File: src/rtl/arith_unit.sv
// arith_unit: registered add/sub/carry/compare/multiply unit with a persistent NZCV flag register.
// Latency: ADD/SUB/ADC/SBC/CMP/reserved take 1 cycle (start edge -> done); MUL takes WIDTH+1 cycles.
// Backpressure: none; start is accepted only while busy=0 and ignored (not sampled) during a MUL.
//
// Ports:
//   clk, reset        rising-edge clock, asynchronous active-high reset
//   start, op, a, b   launch request, opcode and operands (sampled on an accepted start)
//   y, n, z, c, v     registered result and NZCV flags
//   busy, done        MUL in progress; one-cycle pulse per completed operation
module arith_unit #(
  parameter int WIDTH = 32
) (
  input  logic             clk,
  input  logic             reset,
  input  logic             start,
  input  logic [2:0]       op,
  input  logic [WIDTH-1:0] a,
  input  logic [WIDTH-1:0] b,
  output logic [WIDTH-1:0] y,
  output logic             n,
  output logic             z,
  output logic             c,
  output logic             v,
  output logic             busy,
  output logic             done
);

  localparam int CW  = $clog2(WIDTH + 1);
  localparam int MSB = WIDTH - 1;

  localparam logic [2:0] OP_ADD = 3'b000;
  localparam logic [2:0] OP_SUB = 3'b001;
  localparam logic [2:0] OP_ADC = 3'b010;
  localparam logic [2:0] OP_SBC = 3'b011;
  localparam logic [2:0] OP_MUL = 3'b100;
  localparam logic [2:0] OP_CMP = 3'b101;

  typedef enum logic {
    S_IDLE = 1'b0,
    S_MUL  = 1'b1
  } state_t;

  state_t             state_q;
  logic [WIDTH-1:0]   y_q;
  logic               n_q, z_q, c_q, v_q;
  logic               busy_q, done_q;
  logic [CW-1:0]      cnt_q;
  logic [2*WIDTH-1:0] acc_q;
  logic [2*WIDTH-1:0] mcand_q;   // multiplicand, shifted left one place per iteration
  logic [WIDTH-1:0]   mplier_q;  // multiplier, consumed LSB first

  logic               sub_op;
  logic               cin;
  logic [WIDTH-1:0]   b_opnd;
  logic [WIDTH:0]     alu_sum;
  logic [WIDTH-1:0]   alu_res;
  logic               alu_v;
  logic [2*WIDTH-1:0] acc_d;

  // One WIDTH+1 bit adder serves every add/sub flavour: subtraction is a + ~b + cin.
  always_comb begin
    sub_op = (op == OP_SUB) || (op == OP_SBC) || (op == OP_CMP);
    b_opnd = sub_op ? ~b : b;
    case (op)
      OP_ADD:         cin = 1'b0;
      OP_SUB, OP_CMP: cin = 1'b1;
      default:        cin = c_q;   // ADC/SBC chain through the current carry flag
    endcase
    alu_sum = {1'b0, a} + {1'b0, b_opnd} + {{WIDTH{1'b0}}, cin};
    alu_res = alu_sum[WIDTH-1:0];
    if (sub_op) begin
      alu_v = (a[MSB] ^ b[MSB]) & (alu_res[MSB] ^ a[MSB]);
    end else begin
      alu_v = ~(a[MSB] ^ b[MSB]) & (alu_res[MSB] ^ a[MSB]);
    end
    acc_d = mplier_q[0] ? (acc_q + mcand_q) : acc_q;
  end

  always_ff @(posedge clk or posedge reset) begin
    if (reset) begin
      state_q  <= S_IDLE;
      y_q      <= '0;
      n_q      <= 1'b0;
      z_q      <= 1'b0;
      c_q      <= 1'b0;
      v_q      <= 1'b0;
      busy_q   <= 1'b0;
      done_q   <= 1'b0;
      cnt_q    <= '0;
      acc_q    <= '0;
      mcand_q  <= '0;
      mplier_q <= '0;
    end else begin
      done_q <= 1'b0;
      case (state_q)
        S_IDLE: begin
          if (start) begin
            case (op)
              OP_ADD, OP_ADC, OP_SUB, OP_SBC: begin
                y_q    <= alu_res;
                n_q    <= alu_res[MSB];
                z_q    <= (alu_res == '0);
                c_q    <= alu_sum[WIDTH];
                v_q    <= alu_v;
                done_q <= 1'b1;
              end
              OP_CMP: begin
                // Flags only; the result register keeps its previous value.
                n_q    <= alu_res[MSB];
                z_q    <= (alu_res == '0);
                c_q    <= alu_sum[WIDTH];
                v_q    <= alu_v;
                done_q <= 1'b1;
              end
              OP_MUL: begin
                mcand_q  <= {{WIDTH{1'b0}}, a};
                mplier_q <= b;
                acc_q    <= '0;
                cnt_q    <= '0;
                busy_q   <= 1'b1;
                state_q  <= S_MUL;
              end
              default: begin
                // Reserved opcodes are acknowledged as a NOP.
                done_q <= 1'b1;
              end
            endcase
          end
        end
        S_MUL: begin
          acc_q    <= acc_d;
          mcand_q  <= mcand_q << 1;
          mplier_q <= mplier_q >> 1;
          cnt_q    <= cnt_q + CW'(1);
          if (cnt_q == CW'(WIDTH - 1)) begin
            // Last iteration: publish from the freshly accumulated product.
            // Carry is left alone; V reports a product that does not fit WIDTH bits.
            y_q     <= acc_d[WIDTH-1:0];
            n_q     <= acc_d[MSB];
            z_q     <= (acc_d[WIDTH-1:0] == '0);
            v_q     <= (acc_d[2*WIDTH-1:WIDTH] != '0);
            busy_q  <= 1'b0;
            done_q  <= 1'b1;
            state_q <= S_IDLE;
          end
        end
        default: state_q <= S_IDLE;
      endcase
    end
  end

  assign y    = y_q;
  assign n    = n_q;
  assign z    = z_q;
  assign c    = c_q;
  assign v    = v_q;
  assign busy = busy_q;
  assign done = done_q;

endmodule

File: config.mk
export PLATFORM = sky130hd
export DESIGN_NAME = arith_unit
export DESIGN_NICKNAME = d
export VERILOG_FILES = /design/src/rtl/arith_unit.sv
export SDC_FILE = /design/constraint.sdc
export NUM_CORES = 1
export LEC_CHECK = 0
export BUFFER_PORTS_ARGS = -buffer_cell sky130_fd_sc_hd__buf_4
export CORE_ASPECT_RATIO = 2
export CORE_MARGIN = 2
export CORE_UTILIZATION = 60
export DETAILED_ROUTE_END_ITERATION = 16
export MAX_ROUTING_LAYER = met4
export PLACE_DENSITY_LB_ADDON = 0.12
export SYNTH_ARGS = -nofsm -noshare
export SYNTH_HDL_FRONTEND = slang
export SYNTH_SLANG_ARGS = --single-unit
File: constraint.sdc
create_clock -name clk -period 9.5 [get_ports clk]
set_clock_uncertainty 0.05 [all_clocks]
set_input_delay 0.95 -clock clk [delete_from_list [all_inputs] [get_ports clk]]
set_output_delay 0.95 -clock clk [all_outputs]
set_load 0.005 [all_outputs]
==> results.md, run 1 <==
- Hold Crit Class: reg -> reg
- Crit path max fanout: 32
- Fin crit period: 5373 ps
- Crit end category: flop
- Total CTS buffers: 21
- Status: finished clean
- Root Driver: clkbuf_16
- Critical path's slowest cell: a2111oi_0
- Die area: 0.02596 mm²
- Cells after Synth: 1653
- Final nets: 1882
- Setup TNS: 0 ps
- CTS Hold Bufs: 0
- Share of the synthesized area in the top cell type: 34.74%
- Core ar.: 0.02432 mm²
- Post-DP HPWL: 34.49 mm
- Crit-path cells: buf_4, a21boi_4, buf_4, xnor2_1, fa_1, fa_1, nor2b_1, o21ai_0, a21boi_0, o311ai_1, nand2_1, xor2_1, a2111oi_0, nand4_1, or4_1, nor4b_1, nand4_1, a31oi_1
- Slew @ Worst Pin: 1001 ps
- Required @ worst endpoint: 9890 ps
- CP top delay family: compound AO/OA/AOI/OAI gates
- Num Clock Sinks: 205
- Row count: 81
- Area of the multi-input gates: 0.009015 mm²
- Ports: 108
- Diodes inserted: 0
- Worst path arrival time: 5760 ps
- Post-Syn Area per Cell: 8.933 µm²
- Post-synthesis sequential area ratio: 34.74%
- Post-Syn Area: 0.01477 mm²
- Post-CTS Repair Setup Buffers: 0
- P&R area growth vs syn: 11.69%
- Gpl congestion: 1.060
- Clock transition at the registers of the reported paths: 70 ps
- Routed len/inst: 22.92 µm
- Number of global-route vias before repair: 13687
- Iter 0 DRT Violations: 973
- Pin count of the biggest net entering global routing: 138
- Hold Vio Cnt, Final: 0
- Post-route ant nets: 0
- First-pass GRT wire length: 72.02 mm
- Die Wd: 114.9 µm
- Vias: 13421
- Cell leakage power: 8.039 nW
- Antenna violations before repair: 0
- Fillcell total: 2063
- R2R Setup Slk: 4390 ps
- Gr usage total: 36.92%
- Relative slew margins: 32.80%
- Syn Nets: 1821
- Pwr Density: 355.7 mW/mm²
- Crit Path Category: in -> reg
- Async SR Flop Fraction: 100.0%
- Share of cells above drive strength 1: 13.48%
- Clock tree buffer depth: 3
- PostCTS Resize Cnt: 0
- CTS H-tree depth: 1
- IR drop worst, VDD: 197.8 µV
- Final Power: 5.867 mW
- I/O Buffers: 107
- Chip height: 225.9 µm
- WP buf/inv: 2
- Main synth FF type: dfrtp_1
- Largest stage delay on the critical path: 510 ps
- CTS tree: done
- Final Setup Violations: 0
- Max-slew violations: 0
- Number of flops mapped to enable cells by yosys: 0
- Total congestion overflow: 0
- Worst-skew pair later-pin latency: 520 ps
- Achievable Freq: 0.1861 GHz
- Final Cycle Share: 56.56%
- Register bit total from synthesis: 205
- Yosys cell types: 74
- Synth area leaders: dfrtp_1, ha_1, nand2_1
- DRT Wirelength: 46.25 mm
- RSZ-0062 raised after global routing: no
- Synth warn: 0
- Drt via density: 6.651
- DRC errors left: 0
- Post-synth top area cell: dfrtp_1
- Initial Utilization: 60.71%
- Drt first pass iters: 6
- FF/Latch Area: 0.005137 mm²
- CP Launch Type: primary input
- Max-cap viol count: 0
-- power breakdown --
group          leakage [nW]  internal [mW]  switching (mW)
clock                 0.359          0.520           0.364
sequential             2.63           1.24           0.353
combinational          5.05           1.35            2.03
-- kinds of logic after synthesis --
kind of cell,share of synthesized area (%)
AND/OR/NAND/NOR,14.06
XOR/XNOR,6.643
flip-flops,34.74
buffers and inverters,4.423
multiplexers,5.304
AO/OA/AOI/OAI,26.38
adder cells (fa/ha/maj),8.456
-- layout make-up --
cell class              instances  share of cell area, %
clock buffers                  26                  3.543
well taps                     290                  2.200
clock inverters                11                 0.8724
multi-input cells            1275                  54.66
flip-flops and latches        205                  31.15
inverters                      91                  2.117
repair buffers                120                  5.462
-- placed cells by master, fill, tap and decap left out, types with 11 or more instances in the layout --
cell type,instances
nor4_1,11
buf_4,120
nand2b_1,21
and2_1,12
o21ai_0,111
clkbuf_16,21
mux2i_1,22
o22ai_1,12
xor2_1,64
a21oi_1,119
nand3_1,27
xnor2_1,48
ha_1,95
nand4_1,28
o21a_1,19
nand2_1,175
o21bai_1,19
a31oi_1,13
nor2_1,86
dfrtp_1,203
a22o_1,55
inv_1,88
and3_1,11
a211oi_1,15
mux2_2,50
nor3_1,22
a21o_1,50
a222oi_1,55
-- path summary, 6_finish.rpt --
| check | startpoint | to | cells past startpoint |
|---|---|---|---|
| worst min-delay path | y[1] | y[1] | 2 |
| min in group asynchronous | reset | mcand_q[42] | 2 |
| max in group asynchronous | reset | state_q | 3 |
| worst min register to register | y[1] | y[1] | 2 |
| worst max register to register | mcand_q[21] | v | 14 |
| worst max-delay path | op[1] | z | 18 |
-- worst reg2reg max path, delay by kind of cell, from the launching register on --
| kind | cells | cell delay (ps) |
|---|---|---|
| flops | 1 | 420 |
| xor+xnor | 1 | 150 |
| buf+inv | 1 | 230 |
| fa+ha+maj | 1 | 370 |
| compound gates | 7 | 2870 |
| simple gates | 3 | 570 |
| mux | 1 | 350 |
-- synthesized netlist by cell type, types with 11 or more instances --
library cell and n:
a222oi_1 55, ha_1 95, dfrtp_1 205, mux2_2 50, o21a_1 19, o22ai_1 12, xor2_1 64, and2_1 12
xnor2_1 48, nand2b_1 21, o21bai_1 19, nand2_1 175, nor2_1 87, a31oi_1 13, nand4_1 28, clkbuf_1 70
nor3_1 22, o21ai_0 111, mux2i_1 22, a21o_1 50, nor4_1 11, and3_1 12, a22o_1 55, a211oi_1 15
nand3_1 27, a21oi_1 120, inv_1 89
-- stage by stage --
| stage | hold slack (ps) | util (%) | cells | setup slack [ps] | cell area, µm² |
|---|---|---|---|---|---|
| after floorplan | 408.1 | - | 1653 | 2904 | 14770 |
| after global placement | 416.5 | 64.81 | 1981 | 3786 | 15770 |
| after detailed placement | 419.9 | 64.81 | 1981 | 3676 | 15770 |
| after CTS | 438.1 | 67.81 | 2018 | 4211 | 16490 |
| after global routing | 456.4 | 67.81 | 2018 | 3884 | 16490 |
| final | 431.5 | 67.81 | 2018 | 4127 | 16490 |
-- metal layers --
metal  up-vias  wire, µm  global-route usage, %  share of wire (%)
li1       6273         -                      -                  -
met1      6460     16030                  37.67                 35
met2       497     23930                  64.42                 52
met3       191      2458                  4.911                5.3
met4         0      3837                  25.26                8.3
met5         -         0                      -                  0
-- registers in the layout, indices dropped and copies added, names as in the netlist --
name and flops:
acc_q 64, mcand_q 64, mplier_q 32, y 32, cnt_q 6, busy 1, c 1, done 1
n 1, state_q 1, v 1, z 1
(Power assumes the default switching activity.)
==> run 2: changes to the inputs <==
- clock period: 9.5 -> 5.49 ns (I/O delays scaled with it)
==> run 2 against run 1 <==
  * First-iteration DRC count rose by 23%
  * Routed wire length rose by 3.7%
  * Combinational power rose by 76%
  * Utilization rose by 0.37 points
  * Largest power group unchanged
==> results.md, run 2 (same netlist as run 1, synthesis figures left out) <==
- Status: finished clean
- Num Clock Sinks: 205 (unchanged)
- Pwr Density: 618.6 mW/mm² (+74%)
- Core Util, Final: 68.17% (+0.37 points)
- Fillcell total: 2029 (-1.6%)
- Total congestion overflow: 0 (unchanged)
- Share of cells above drive strength 1: 13.97% (+0.48 points)
- Placed cell count: 1993 (+0.61%)
- Post-CTS Repair Setup Buffers: 0 (unchanged)
- Max-slew violations: 0 (unchanged)
- CTS H-tree depth: 1 (unchanged)
- Crit end category: flop
- Hold Crit Class: in -> async
- Crit Path Category: reg -> reg
- WL met2: 24.89 mm (+4.0%)
- Number of global-route vias before repair: 14104 (+3.0%)
- Drt via density: 6.710 (+0.90%)
- RSZ-0062 raised after global routing: no
- Regs by FF count: acc_q: 64 flops, mcand_q: 64 flops
- Antenna violations before repair: 1 (+1)
- Drt first pass iters: 6 (unchanged)
- Die area: 0.02596 mm² (unchanged)
- Root Driver: clkbuf_16
- Die Wd: 114.9 µm (unchanged)
- Slew @ Worst Pin: 936.1 ps (-64.63 ps)
- Gr usage total: 38.47% (+1.5 points)
- Top Layer Used: met4
- Post-DP HPWL: 35.64 mm (+3.3%)
- Commonest non-fill, non-tap cell in the layout: dfrtp_1
- Finished Layout Cells: 2031 (+0.64%)
- Crit path max fanout: 4 (-88%)
- Relative slew margins: 37.14% (+4.3 points)
- Pin count of the biggest net entering global routing: 155 (+12%)
- Setup TNS: 0 ps (unchanged)
- Worst-skew pair later-pin latency: 530 ps (about the same)
- Ports: 108 (unchanged)
- Routed len/inst: 23.63 µm (+3.1%)
- DRT Wirelength: 47.98 mm (+3.7%)
- Clock tree buffer depth: 3 (unchanged)
- I/O Buffers: 107 (unchanged)
- First-pass GRT wire length: 74.79 mm (+3.9%)
- IR drop worst, VDD: 393.4 µV (+99%)
- Fin crit period: 4995 ps
- CTS Hold Bufs: 0 (unchanged)
- PostCTS Resize Cnt: 0 (unchanged)
- DRC errors left: 0 (unchanged)
- Vias: 13629 (+1.5%)
- Core ar.: 0.02432 mm² (unchanged)
- Met3 WL: 2.700 mm (+9.8%)
- R2R cell count: 14 (unchanged)
- Cell leakage power: 8.093 nW (+0.68%)
- Row count: 81 (unchanged)
- Chip height: 225.9 µm (unchanged)
- CTS tree: done
- Clock transition at the registers of the reported paths: 60 ps (about the same)
- Initial Utilization: 60.71% (unchanged)
- Gpl congestion: 1.022 (-3.6%)
- Achievable Freq: 0.2002 GHz
- CP Launch Type: flop
- Final Cycle Share: 90.98%
- Hold_ws: 103.5 ps (-328.0 ps)
- Hold Vio Cnt, Final: 0 (unchanged)
- P&R area growth vs syn: 12.29%
- Final Setup Violations: 0 (unchanged)
- Worst path arrival time: 5360 ps (-400 ps)
- Final nets: 1894 (+0.64%)
- Iter 0 DRT Violations: 1197 (+23%)
- Total CTS buffers: 21 (unchanged)
- Required @ worst endpoint: 5850 ps (-4040 ps)
- Post-route ant nets: 0 (unchanged)
- Met1 Wirelength: 16.24 mm (+1.4%)
- Commonest non-fill, non-tap cells in the layout: dfrtp_1, nand2_1, buf_4
- Max-cap viol count: 0 (unchanged)
## run 2: critical path, stage by stage, from the launching register on
cell       delay (ps)
dfrtp_1           410
ha_1              360
nand2_1           130
o21ai_0           550
nor3_1            100
a211oi_1          430
a221oi_2          160
o31a_1            380
xnor2_1           140
mux2_2            340
a211o_1           340
a2111oi_0         770
buf_4             220
nand4_1           180
o31a_1            300
## run 2: path summary, 6_finish.rpt
path                                    from  slack [ps]      endpoint
max in group asynchronous              reset        3940   mcand_q[61]
worst min register to register  mplier_q[29]         440  mplier_q[29]
worst max-delay path             mcand_q[22]         500             v
worst min-delay path                   reset         100    mcand_q[1]
worst max register to register   mcand_q[22]         500             v
min in group clk                       b[15]         200  mplier_q[15]
## run 2: metrics by stage
step | cell area (µm²) | power, mW | setup slack (ps)
after floorplan | 14770 | 6.712 | 920.4
after global placement | 15860 | 8.414 | 588.4
after detailed placement | 15860 | 8.536 | 526.6
after CTS | 16580 | 10.12 | 564.8
after global routing | 16580 | 10.93 | 428.7
final | 16580 | 10.26 | 495.3
## run 2: final cells by class
class / count / area (µm²) / area share, %
multi-input cells: 1275 / 9015 / 54.36
flip-flops and latches: 205 / 5137 / 30.98
repair buffers: 132 / 1003 / 6.051
clock buffers: 28 / 591.8 / 3.569
well taps: 290 / 362.8 / 2.188
inverters: 91 / 345.3 / 2.083
clock inverters: 9 / 123.9 / 0.7470
diodes: 1 / 2.502 / 0.01509
## run 2: where the power goes
group | switching [mW] | internal [mW]
clock | 0.625 | 0.898
sequential | 0.624 | 2.15
combinational | 3.57 | 2.39
total | 4.82 | 5.44
## run 2: metal layers
metal | GRT usage (%) | up-vias
li1 | - | 6295
met1 | 38.17 | 6593
met2 | 67.00 | 545
met3 | 6.200 | 196
met4 | 27.40 | 0
met5 | - | -
==> run 3: changes to the inputs <==
- REMOVE_ABC_BUFFERS: default -> 1
- SETUP_SLACK_MARGIN: default -> 0.05
==> run 3 against run 2 <==
  * Clock-buffer cell count increased by 1
  * Hold slack got worse by 52 ps
  * Cell count decreased by 0.20%
  * Register-to-register slack got worse by 140 ps
  * Sequential power about the same
  * Sequential cell count unchanged
  * Total power decreased by 0.43%
  * Utilization about the same
  * First-iteration DRC count decreased by 0.75%
  * Global-route usage decreased by 1.9 points
  * Combinational power decreased by 0.7%
  * Routed wire length decreased by 3.0%
==> results.md, run 3 (same netlist as run 1, synthesis figures left out) <==
- R2R Setup Slk: 350 ps (-140 ps)
- Reg2reg start: mcand_q[0]
- Crit path max fanout: 3 (-1)
- Final Cycle Share: 93.61% (+2.6 points)
- CTS Hold Bufs: 0 (unchanged)
- Clock network power share: 15.0% (+0.2 points)
- Worst path arrival time: 5500 ps (+140 ps)
- Hold Crit Class: in -> async
- PostCTS Resize Cnt: 0 (unchanged)
- Pwr Density: 615.6 mW/mm² (-0.48%)
- Required @ worst endpoint: 5860 ps (about the same)
- Max-slew violations: 0 (unchanged)
- Slew @ Worst Pin: 1212 ps (+276.0 ps)
- Routed len/inst: 22.97 µm (-2.8%)
- Internal Dissipation: 5.452 mW (+0.23%)
- Relative slew margins: 19.19% (-18 points)
- Crit Path Category: reg -> reg
- Commonest non-fill, non-tap cells in the layout: dfrtp_1, nand2_1, buf_4
- Num Clock Sinks: 205 (unchanged)
- Ports: 108 (unchanged)
- Total congestion overflow: 0 (unchanged)
- Core ar.: 0.02432 mm² (unchanged)
- Share of cells above drive strength 1: 13.82% (-0.15 points)
- Worst-skew pair later-pin latency: 530 ps (about the same)
- Achievable Freq: 0.1946 GHz (-2.8%)
- Clock transition at the registers of the reported paths: 70 ps (about the same)
- Root Driver: clkbuf_16
- Initial Utilization: 60.71% (unchanged)
- FF/Latch Area: 0.005137 mm² (unchanged)
- Max-cap viol count: 0 (unchanged)
- Hold Vio Cnt, Final: 0 (unchanged)
- Reg power frac: 27.0% (about the same)
- Cell leakage power: 8.090 nW (about the same)
- CTS tree: done
- Core Util, Final: 68.20% (about the same)
- R2R cell count: 15 (+1)
- Crit end category: flop
- Row count: 81 (unchanged)
- Power share of the combinational group: 58.0% (about the same)
- Die Wd: 114.9 µm (unchanged)
- Post-route ant nets: 0 (unchanged)
- Worst flop-to-flop path endpoint: v
- Pin count of the biggest net entering global routing: 136 (-12%)
- CP Launch Type: flop
- Antenna violations before repair: 0 (-1)
- Clock tree buffer depth: 3 (unchanged)
- Die area: 0.02596 mm² (unchanged)
- P&R area growth vs syn: 12.35% (about the same)
- Final nets: 1892 (-0.11%)
- Gr usage total: 36.57% (-1.9 points)
- Final Power: 10.21 mW (-0.43%)
- Final Setup Violations: 0 (unchanged)
- IR drop worst, VDD: 418.2 µV (+6.3%)
- Worst Setup SP: mcand_q[0]
- First-pass GRT wire length: 71.49 mm (-4.4%)
- I/O Buffers: 107 (unchanged)
- Sw frac: 46.62% (-0.36 points)
- Post-CTS Repair Setup Buffers: 0 (unchanged)
- Status: finished clean
- DRT Wirelength: 46.56 mm (-3.0%)
- Commonest non-fill, non-tap cell in the layout: dfrtp_1
- Chip height: 225.9 µm (unchanged)
- Diodes inserted: 0 (-1)
- Area of the multi-input gates: 0.009015 mm² (unchanged)
- Fin crit period: 5139 ps (+144.4 ps)
- Regs by FF count: acc_q: 64 flops, mcand_q: 64 flops
- Drt first pass iters: 8 (+2)
- Psw: 4.761 mW (-1.2%)
- Number of global-route vias before repair: 13552 (-3.9%)
- Iter 0 DRT Violations: 1188 (-0.75%)
- Total CTS buffers: 21 (unchanged)
- Drt via density: 6.651 (-0.89%)
- RSZ-0062 raised after global routing: no
- CTS H-tree depth: 1 (unchanged)
- Fillcell total: 2040 (+0.54%)
- Gpl congestion: 1.020 (-0.22%)
- Vias: 13481 (-1.1%)
- DRC errors left: 0 (unchanged)
- Post-DP HPWL: 35.27 mm (-1.0%)
==> run 3: cell count changes in the layout (fill, tap and decap cells not counted), sizes merged <==
cell,previous run,this run
inv,89,90
clkinvlp,1,2
clkinv,7,3
clkbuf,28,29
buf,132,130
diode,1,0
==> run 3: per-stage QoR <==
stage	hold WS, ps	worst slack [ps]	cell area [µm²]	setup TNS (ps)	std cells
after detailed placement	422.5	452.4	15870	0	1991
after floorplan	408.1	-3257	14460	-609110	1571
final	51.41	351.0	16590	0	2027
after CTS	76.28	498.0	16590	0	2027
after global routing	97.21	288.3	16590	0	2027
after global placement	412.6	558.3	15870	0	1991
==> run 3: worst max path at each step <==
| stage | cells past startpoint | endpoint |
|---|---|---|
| 4_1_cts | 15 | v |
| 3_5_place_dp | 17 | z |
| 2_1_floorplan | 3 | mplier_q[30] |
| 6_report | 15 | v |
| 3_3_place_gp | 15 | v |
| 5_1_grt | 15 | v |
==> run 3: power groups by stage <==
stage               logic [mW]  registers, mW  clock network [mW]
global route              6.43           2.83                1.61
floorplan                 4.02           2.68                   0
global placement          5.71           2.74                   0
detailed placement        5.80           2.76                   0
finish                    5.92           2.76                1.53
CTS                       5.84           2.75                1.54
==> run 3: area by class of cell <==
class / count / share of cell area (%)
inverters: 91 / 2.104
repair buffers: 130 / 6.034
clock inverters: 7 / 0.7165
clock buffers: 29 / 3.650
flip-flops and latches: 205 / 30.97
multi-input cells: 1275 / 54.34
well taps: 290 / 2.187
==> run 3: routing by layer <==
metal  share of wire (%)  track usage (%)
met1                  34            36.08
met4                 8.6            26.74
met5                   0                -
met3                 4.4            3.811
met2                  53            65.05
==> run 3: critical path, cell delays in order (launching register included) <==
cell	delay [ps]
dfrtp_1	390
ha_1	230
fa_1	230
a21o_1	150
and4_1	250
o21ai_1	140
o21a_1	220
o311ai_1	910
mux2i_1	220
or4_1	510
nor4_1	410
nand4bb_1	140
nor4_1	510
buf_4	210
nand4_1	180
o31a_1	300
